$ cat src/rtl/memoria_pkg.sv
// memoria_pkg -- constants shared by the memory writer and the ROM reader.
//   WIDTH  : data word width in bits
//   DEPTH  : number of memory words (power of two)
//   ADDR_W : address width, log2(DEPTH)
package memoria_pkg;

   localparam int WIDTH  = 8;
   localparam int DEPTH  = 16;
   localparam int ADDR_W = $clog2(DEPTH);

endpackage : memoria_pkg

$ cat src/rtl/memoria_escritor_if.sv
// memoria_escritor_if -- write/read/status bundle of the memory writer.
//   iEscribir, iDato  : write strobe and word to store
//   iBorrar           : clear pointer, count and overflow flag
//   iLeer, iDirLeer   : read strobe and read address
//   ovalor, oValido   : registered read data and its valid flag
//   oCuenta           : words stored (0..DEPTH)
//   oLleno, oDesborde : full flag and sticky overflow flag
// Modports: master drives the strobes (client/testbench), slave is the writer.
interface memoria_escritor_if #(
   parameter int WIDTH = memoria_pkg::WIDTH,
   parameter int DEPTH = memoria_pkg::DEPTH
);

   localparam int ADDR_W = $clog2(DEPTH);

   logic              iEscribir;
   logic [WIDTH-1:0]  iDato;
   logic              iBorrar;
   logic              iLeer;
   logic [ADDR_W-1:0] iDirLeer;
   logic [WIDTH-1:0]  ovalor;
   logic              oValido;
   logic [ADDR_W:0]   oCuenta;
   logic              oLleno;
   logic              oDesborde;

   modport master (
      output iEscribir, iDato, iBorrar, iLeer, iDirLeer,
      input  ovalor, oValido, oCuenta, oLleno, oDesborde
   );

   modport slave (
      input  iEscribir, iDato, iBorrar, iLeer, iDirLeer,
      output ovalor, oValido, oCuenta, oLleno, oDesborde
   );

endinterface : memoria_escritor_if

$ cat src/rtl/memoria_ram.sv
// memoria_ram -- simple dual-port storage, one write port and one
// synchronous read port, no reset.
//   clk          : clock
//   escribir     : write enable
//   dir_escribir : write address
//   dato         : write data
//   leer         : read enable; q is updated only when set
//   dir_leer     : read address
//   q            : read data, valid the cycle after leer, held otherwise
module memoria_ram #(
   parameter  int WIDTH  = memoria_pkg::WIDTH,
   parameter  int DEPTH  = memoria_pkg::DEPTH,
   localparam int ADDR_W = $clog2(DEPTH)
) (
   input  logic              clk,
   input  logic              escribir,
   input  logic [ADDR_W-1:0] dir_escribir,
   input  logic [WIDTH-1:0]  dato,
   input  logic              leer,
   input  logic [ADDR_W-1:0] dir_leer,
   output logic [WIDTH-1:0]  q
);

   logic [WIDTH-1:0] mem [DEPTH];

   // NOTE: storage has no reset on purpose; clearing an array costs a
   // mux per bit and blocks inference as block RAM.
   // NOTE: non-blocking assignments make a same-address read see the word
   // that was there before this edge (read-before-write).
   always_ff @(posedge clk) begin
      if (escribir) mem[dir_escribir] <= dato;
      if (leer)     q <= mem[dir_leer];
   end

endmodule : memoria_ram

$ cat src/rtl/memoria_escritor.sv
// memoria_escritor -- sequential writer into a DEPTH-word memory with
// random-access reads.
//   iClk    : clock, all state updates on the rising edge
//   iReset  : synchronous active-high reset (pointer, count, flags, read data)
//   bus     : memoria_escritor_if slave (strobes in, data and status out)
// Writes fill addresses 0,1,2,... until the memory is full; further writes
// are dropped and flag overflow. iBorrar empties the pointer/count without
// touching the stored words.
module memoria_escritor #(
   parameter int WIDTH = memoria_pkg::WIDTH,
   parameter int DEPTH = memoria_pkg::DEPTH
) (
   input logic               iClk,
   input logic               iReset,
   memoria_escritor_if.slave bus
);

   localparam int ADDR_W = $clog2(DEPTH);
   localparam logic [ADDR_W:0] CUENTA_MAX = (ADDR_W + 1)'(DEPTH);

   logic [ADDR_W-1:0] puntero;
   logic [ADDR_W:0]   cuenta;
   logic              desborde;
   logic              valido;
   logic              cargado;   // ovalor has been loaded since reset
   logic              lleno;
   logic              aceptar;
   logic              leer_ram;
   logic [WIDTH-1:0]  ram_q;

   assign lleno    = (cuenta == CUENTA_MAX);
   assign aceptar  = bus.iEscribir & ~lleno & ~bus.iBorrar & ~iReset;
   assign leer_ram = bus.iLeer & ~iReset;

   memoria_ram #(
      .WIDTH (WIDTH),
      .DEPTH (DEPTH)
   ) u_ram (
      .clk          (iClk),
      .escribir     (aceptar),
      .dir_escribir (puntero),
      .dato         (bus.iDato),
      .leer         (leer_ram),
      .dir_leer     (bus.iDirLeer),
      .q            (ram_q)
   );

   // NOTE: sequential state uses non-blocking assignments only, so every
   // register samples the values present before the edge.
   always_ff @(posedge iClk) begin
      if (iReset) begin
         puntero  <= '0;
         cuenta   <= '0;
         desborde <= 1'b0;
         valido   <= 1'b0;
         cargado  <= 1'b0;
      end else begin
         if (bus.iBorrar) begin
            puntero  <= '0;
            cuenta   <= '0;
            desborde <= 1'b0;
         end else if (bus.iEscribir) begin
            if (lleno) begin
               desborde <= 1'b1;
            end else begin
               puntero <= puntero + 1'b1;   // wraps DEPTH-1 -> 0
               cuenta  <= cuenta + 1'b1;
            end
         end
         valido <= bus.iLeer;
         if (bus.iLeer) cargado <= 1'b1;
      end
   end

   // The RAM's read register has no reset; until the first read after reset
   // its output is forced to zero so ovalor reads 0 out of reset.
   assign bus.ovalor    = cargado ? ram_q : '0;
   assign bus.oValido   = valido;
   assign bus.oCuenta   = cuenta;
   assign bus.oLleno    = lleno;
   assign bus.oDesborde = desborde;

endmodule : memoria_escritor

$ cat src/flat_wrapper.sv
// flat-port wrapper written by rule: the top's interface ports become plain ports
module memoria_escritor_flat 
#(
   parameter int WIDTH = memoria_pkg::WIDTH,
   parameter int DEPTH = memoria_pkg::DEPTH
)
  (iClk, iReset, bus_iEscribir, bus_iDato, bus_iBorrar, bus_iLeer, bus_iDirLeer, bus_ovalor, bus_oValido, bus_oCuenta, bus_oLleno, bus_oDesborde);
  memoria_escritor_if #(.WIDTH(WIDTH), .DEPTH(DEPTH)) bus_i ();
  input logic iClk;
  input logic iReset;
  input wire logic [$bits(bus_i.iEscribir)-1:0] bus_iEscribir;
  input wire logic [$bits(bus_i.iDato)-1:0] bus_iDato;
  input wire logic [$bits(bus_i.iBorrar)-1:0] bus_iBorrar;
  input wire logic [$bits(bus_i.iLeer)-1:0] bus_iLeer;
  input wire logic [$bits(bus_i.iDirLeer)-1:0] bus_iDirLeer;
  output wire logic [$bits(bus_i.ovalor)-1:0] bus_ovalor;
  output wire logic [$bits(bus_i.oValido)-1:0] bus_oValido;
  output wire logic [$bits(bus_i.oCuenta)-1:0] bus_oCuenta;
  output wire logic [$bits(bus_i.oLleno)-1:0] bus_oLleno;
  output wire logic [$bits(bus_i.oDesborde)-1:0] bus_oDesborde;
  assign bus_i.iEscribir = bus_iEscribir;
  assign bus_i.iDato = bus_iDato;
  assign bus_i.iBorrar = bus_iBorrar;
  assign bus_i.iLeer = bus_iLeer;
  assign bus_i.iDirLeer = bus_iDirLeer;
  assign bus_ovalor = bus_i.ovalor;
  assign bus_oValido = bus_i.oValido;
  assign bus_oCuenta = bus_i.oCuenta;
  assign bus_oLleno = bus_i.oLleno;
  assign bus_oDesborde = bus_i.oDesborde;
  memoria_escritor #(.WIDTH(WIDTH), .DEPTH(DEPTH)) u_core (.iClk(iClk), .iReset(iReset), .bus(bus_i));
endmodule
$ cat config.mk
export PLATFORM = sky130hd
export DESIGN_NAME = memoria_escritor_flat
export DESIGN_NICKNAME = d
export VERILOG_FILES = /design/src/rtl/memoria_pkg.sv /design/src/rtl/memoria_escritor_if.sv /design/src/rtl/memoria_ram.sv /design/src/rtl/memoria_escritor.sv /design/src/flat_wrapper.sv
export SDC_FILE = /design/constraint.sdc
export NUM_CORES = 1
export LEC_CHECK = 0
export ABC_AREA = 1
export CELL_PAD_IN_SITES_DETAIL_PLACEMENT = 0
export CELL_PAD_IN_SITES_GLOBAL_PLACEMENT = 1
export CORE_MARGIN = 4
export CORE_UTILIZATION = 47
export DETAILED_ROUTE_END_ITERATION = 16
export PLACE_DENSITY_LB_ADDON = 0.1
export SYNTH_ARGS = -nofsm -noshare
export SYNTH_HDL_FRONTEND = slang
export SYNTH_HIERARCHICAL = 1
export SYNTH_SLANG_ARGS = --single-unit
export TNS_END_PERCENT = 50
$ cat constraint.sdc
create_clock -name iClk -period 2.2 [get_ports iClk]
set_input_delay 0.22 -clock iClk [delete_from_list [all_inputs] [get_ports iClk]]
set_output_delay 0.22 -clock iClk [all_outputs]
set_load 0.01 [all_outputs]
Word-level counts from Yosys, hierarchy flattened
Memories as Yosys holds them, arrays and structs flattened. A register that Yosys moved wholly into a read port is not among the register bits.
Cells that the tools add are included.
Operators by class
  $add $sub $neg: 2
  multiply operators: 0
  divide/modulo/power cells: 0
  order comparisons: 0
  equality and inequality tests: 1
  shift operators: 0
  mux-type cells: 3
  bitwise operators: 7
  reduce and logical (&&, ||, !) cells: 3
Operator list (count)
  $mux 8: 1
  $add 5x1->5 const B: 1
  $eq 5x5->1 const B: 1
  $add 4x1->4 const B: 1
  $and 1x1->1: 4
  $reduce_and 2->1: 2
  $not 1->1: 3
  $mux 1: 2
  $reduce_or 2->1: 1
Storage, ports and cells
  register bits after elaboration: 12
  bits in latches: 0
  RAM bits: 128
  memory bits (read-only): 0
  output and inout bits: 16
  memories: 1
Memory list
  u_core.u_ram.mem: words 16, bits a word 8, read ports 1, clocked after memory_dff 1, wr ports 1, RTL line memoria_ram.sv:24  | logic [WIDTH-1:0] mem [DEPTH];

Longest topological paths before layout
Gate-level depths: netlist (run 1).
  depth in word-level cells: 7
  mapped depth: 9

Modules after synthesis
Netlist (run 1), hierarchy kept.
By module, submodules not included
  memoria_ram: times used 1, cells an instance 551, area an instance 5846.9 sq um
  memoria_escritor: times used 1, cells an instance 103, area an instance 655.6 sq um

Worst setup path before layout (run 1)
Ideal clock, no wire load.
  path type: reg-to-reg
  from: reg u_core.cuenta[0], in the netlist u_core/bus.oCuenta[0]
  to: mem u_core.u_ram.mem[12][0] (enable)
  library setup time: 0.370 ns
  arrival: 1.693 ns
  slack: 0.137 ns
  stages on the path, launching flop included: 10
  period minus slack after synthesis: 2.063 ns
  cell sequence: dfxtp_1 -> inv_1 -> ha_1 -> nand2_1 -> inv_1 -> nand2_2 -> nand2_1 -> nor2_1 -> nand3_1 -> nor2_1
On the way
  cells in the longest elaborated chain, start to end: 7
RTL lines
  start, declared: RTL line memoria_escritor.sv:22  | logic [ADDR_W:0] cuenta;
  start signal, assigned: RTL line memoria_escritor.sv:67  | cuenta <= cuenta + 1'b1;
  $eq 5x5->1: RTL line memoria_escritor.sv:31  | assign lleno = (cuenta == CUENTA_MAX);
  $not 1->1: RTL line memoria_escritor.sv:32  | assign aceptar = bus.iEscribir & ~lleno & ~bus.iBorrar & ~iReset;
  $and 1x1->1 (3 in a row): RTL line memoria_escritor.sv:32
  named net u_core.aceptar: RTL line memoria_escritor.sv:27  | logic aceptar;
  $mux 1: RTL line memoria_ram.sv:31  | if (escribir) mem[dir_escribir] <= dato;
  $mux 1 (not written as such): RTL line memoria_ram.sv:31
  end, declared: RTL line memoria_ram.sv:24
The timed path passes the listed nets, and every way through them passes these cells.

Final worst setup path (run 1)
  from: reg u_core.cuenta[0], in the netlist u_core/bus.oCuenta[0]
  to: mem u_core.u_ram.mem[15][7] (enable)
Same word-level chain as after synthesis.

==> metrics.txt, run 1 <==
post-synthesis instance area 0.00650 mm2; starting density of the core between 40% and 50%; timing-limited maximum frequency ~520 MHz; site row count between 40 and 50; maximum vdd drop 0.000470 V; Required @ worst endpoint between 2 and 2.5 ns; area of combinational cells with multiple inputs ~0.0015 mm2; post-CTS sizing 0; Reg area 0.00433 mm2; syn avg cell area between 9 and 10 um2; Inserted Clock Buffers 17; Tmin final roughly 1.9 ns; most frequent standard cell in the layout excluding fill and tap cells nand2_1; critical path class reg -> reg; Worst Max-Slew Pin Slew between 0.6 and 0.7 ns; total wirelength of the detailed-routed design 14,900 um; post-layout net count between 700 and 800; die outline height between 100 and 150 um; part of the Yosys area used for sequential elements 66.5%; cell accounting for the most synthesized area edfxtp_1; path class of the lowest-slack min-delay path in -> reg; Rel. slew slack between 50% and 60%; number of post-CTS setup repair buffers 0; HPWL after detailed placement slightly below 10,000 um; final RePlAce weighted congestion between 0.7 and 0.8; Netlist cell types 19; period utilization a little under 90%; clock latency at the later pin of the worst-skew pair between 0.4 and 0.5 ns; worst-case clock skew approximately 0.010 ns; Arrival @ worst endpoint roughly 2.0 ns; number of antenna violations at the first check in global routing 0; number of diodes added for antenna fixing 0; first-pass GRT wire length 23,000 um; post-CTS clock slew at the launch and capture registers of the worst setup and hold paths around 0.060 ns; CP cell instances inv_1 -> ha_1 -> nand2_1 -> inv_1 -> nand2_2 -> nand2_1 -> nor2_1 -> buf_4 -> nand3_1 -> nor2_1 -> buf_4; maximum fanout encountered on the critical timing path 8; router iterations before antenna repair 5; Congestion Overflow GR 0; largest net degree at the start of global routing 65; status complete, no violations; number of hold-slack violations in the final timing report 0; count of unresolved DRC violations after routing 0; count of input and output buffers 32; post-placement cell count around 870; buffer and inverter count on the worst path 4; CP max stage cell dfxtp_2; Clock Tree Buf Depth 2; Pwr per Cell Area about 810 mW/mm2; via count of the first global-routing pass ~4,200; Syn Nets about 670; Yosys reg bits 148; relative area change from synthesis to final layout 19.3%; core region area between 0.01 and 0.015 mm2; total vias in the final route roughly 4,400; total global routing track utilization roughly 20%; total leakage power between 3 and 4 nW; number of antenna-violating nets in the routed design 0; number of non-filler instances in the completed layout ~900; count of pins over their slew limit 0; Via density 4.84; top cells by area, synth edfxtp_1, nand2_1, nand3_1; share of the synthesized area in the top cell type ~63%; clock tree from TritonCTS built; Top Family by Delay on Critical Path simple AND/OR/NAND/NOR gates; max-capacitance violation count 0; H-tree levels 4; most frequent cells in the layout nand2_1, edfxtp_1, inv_1; Clk Tree Root Cell clkbuf_16; detail-routed net length per standard cell 16.5 um; Critical Path End Type flip-flop; cell area reported after detailed placement ~0.0072 mm2; number of synthesis warnings 6; Power Total about 6.3 mW; share of the core filled with cells ~58%; count of hold-fix buffers inserted at cts 0; launching element type of the critical path flip-flop; RSZ-0062 raised after global routing no; Filler Cell Count about 1,200; CTS sink count between 100 and 150; Initial DRC Count 360; stage delay of the slowest cell on the critical path between 0.3 and 0.4 ns; fraction of layout instances using a drive strength above 1 a little over a tenth; Setup TNS 0 ns; Die Width about 130 um; number of cells produced by synthesis approximately 650; post-route cell area approximately 0.0078 mm2; total of endpoints with negative setup slack in the final report 0; Die Area approximately 0.016 mm2; Top Ports 33
==> sequential cells by signal, indices dropped and copies added (netlist names) <==
register	count
u_core/bus.oCuenta	5
u_core/bus.oDesborde	1
u_core/bus.oValido	1
u_core/cargado	1
u_core/puntero	4
u_core/u_ram/mem	128
u_core/u_ram/q	8
==> cell type report <==
cell class / instances / area share [%]
clock buffer: 22 / 6.53
tap: 176 / 2.84
sequential: 148 / 55.8
multi-input combinational: 354 / 19.6
timing repair buffer: 69 / 8.00
clock inverter: 10 / 1.24
inverter: 125 / 6.05
==> tightest hold or removal path, cell delays in order <==
cell,delay (ns)
clkdlybuf4s50_1,0.42
inv_1,0.08
nor2_1,0.04
==> cells by family (layout without fill, tap and decap cells) <==
logic type               after synthesis  count (layout)  synth area share (%)
XOR/XNOR                               1               1                 0.135
AND/OR/NAND/NOR                      343             343                  22.1
AO/OA/AOI/OAI                          7               7                 0.539
buffers and inverters                152             226                  10.1
adder cells (fa/ha/maj)                3               3                 0.577
flip-flops                           148             148                  66.5
==> synth_stat cells, drive strengths merged <==
master / number
nand2: 203
buf: 26
dfxtp: 12
xor2: 1
edfxtp: 136
clkbuf: 1
ha: 3
nand3b: 2
inv: 125
a21oi: 7
nand4: 3
nand3: 105
nor2: 30
==> per-layer routing <==
metal / global-route usage [%] / vias to the layer above / part of all wire, %
li1: - / 2212 / -
met1: 28.0 / 2000 / 47
met2: 28.9 / 134 / 44
met3: 3.98 / 27 / 6.0
met4: 8.67 / 0 / 2.7
met5: 0 / - / 0
==> final timing paths <==
path / startpoint / end / slack (ns) / cells past startpoint
max: u_core/bus.oCuenta[0]$_SDFFE_PP0P_ / u_core/u_ram/mem[15][7]$_DFFE_PP_ / 0.29 / 11
min: bus_iLeer / u_core/bus.oValido$_SDFF_PP0_ / 0.38 / 3
max reg2reg: u_core/bus.oCuenta[0]$_SDFFE_PP0P_ / u_core/u_ram/mem[15][7]$_DFFE_PP_ / 0.29 / 11
min reg2reg: u_core/bus.oDesborde$_SDFFE_PP0P_ / u_core/bus.oDesborde$_SDFFE_PP0P_ / 0.45 / 2
==> power breakdown <==
part           internal (mW)  switching (mW)  total (mW)
Combinational          0.129           0.245       0.374
Clock                   1.75            1.08        2.83
Sequential              3.09         0.00958        3.10
==> per-stage QoR <==
| stage | setup WS [ns] | hold slack [ns] |
|---|---|---|
| 2_1_floorplan | 0.137 | 0.292 |
| 3_3_place_gp | 0.153 | 0.437 |
| 3_5_place_dp | 0.129 | 0.449 |
| 4_1_cts | 0.0338 | 0.366 |
| 5_1_grt | 0.105 | 0.404 |
| 6_report | 0.287 | 0.380 |
Note: power is estimated with default switching activity, not from simulation.
==> run 2: changes to the inputs <==
--- a/config.mk
+++ b/config.mk
@@ -12,6 +12,7 @@
 export CORE_UTILIZATION = 47
 export DETAILED_ROUTE_END_ITERATION = 16
 export PLACE_DENSITY_LB_ADDON = 0.1
+export SLEW_MARGIN = 15
 export SYNTH_ARGS = -nofsm -noshare
 export SYNTH_HDL_FRONTEND = slang
 export SYNTH_HIERARCHICAL = 1
==> results of run 2 <==
The final DEF is identical to that of run 1; final timing and power are the same.
==> run 3: changes to the inputs <==
--- a/config.mk
+++ b/config.mk
@@ -12,6 +12,7 @@
 export CORE_UTILIZATION = 47
 export DETAILED_ROUTE_END_ITERATION = 16
 export PLACE_DENSITY_LB_ADDON = 0.1
+export SKIP_LAST_GASP = 1
 export SLEW_MARGIN = 15
 export SYNTH_ARGS = -nofsm -noshare
 export SYNTH_HDL_FRONTEND = slang
==> results of run 3 <==
The final DEF is identical to that of run 1; final timing and power are the same.
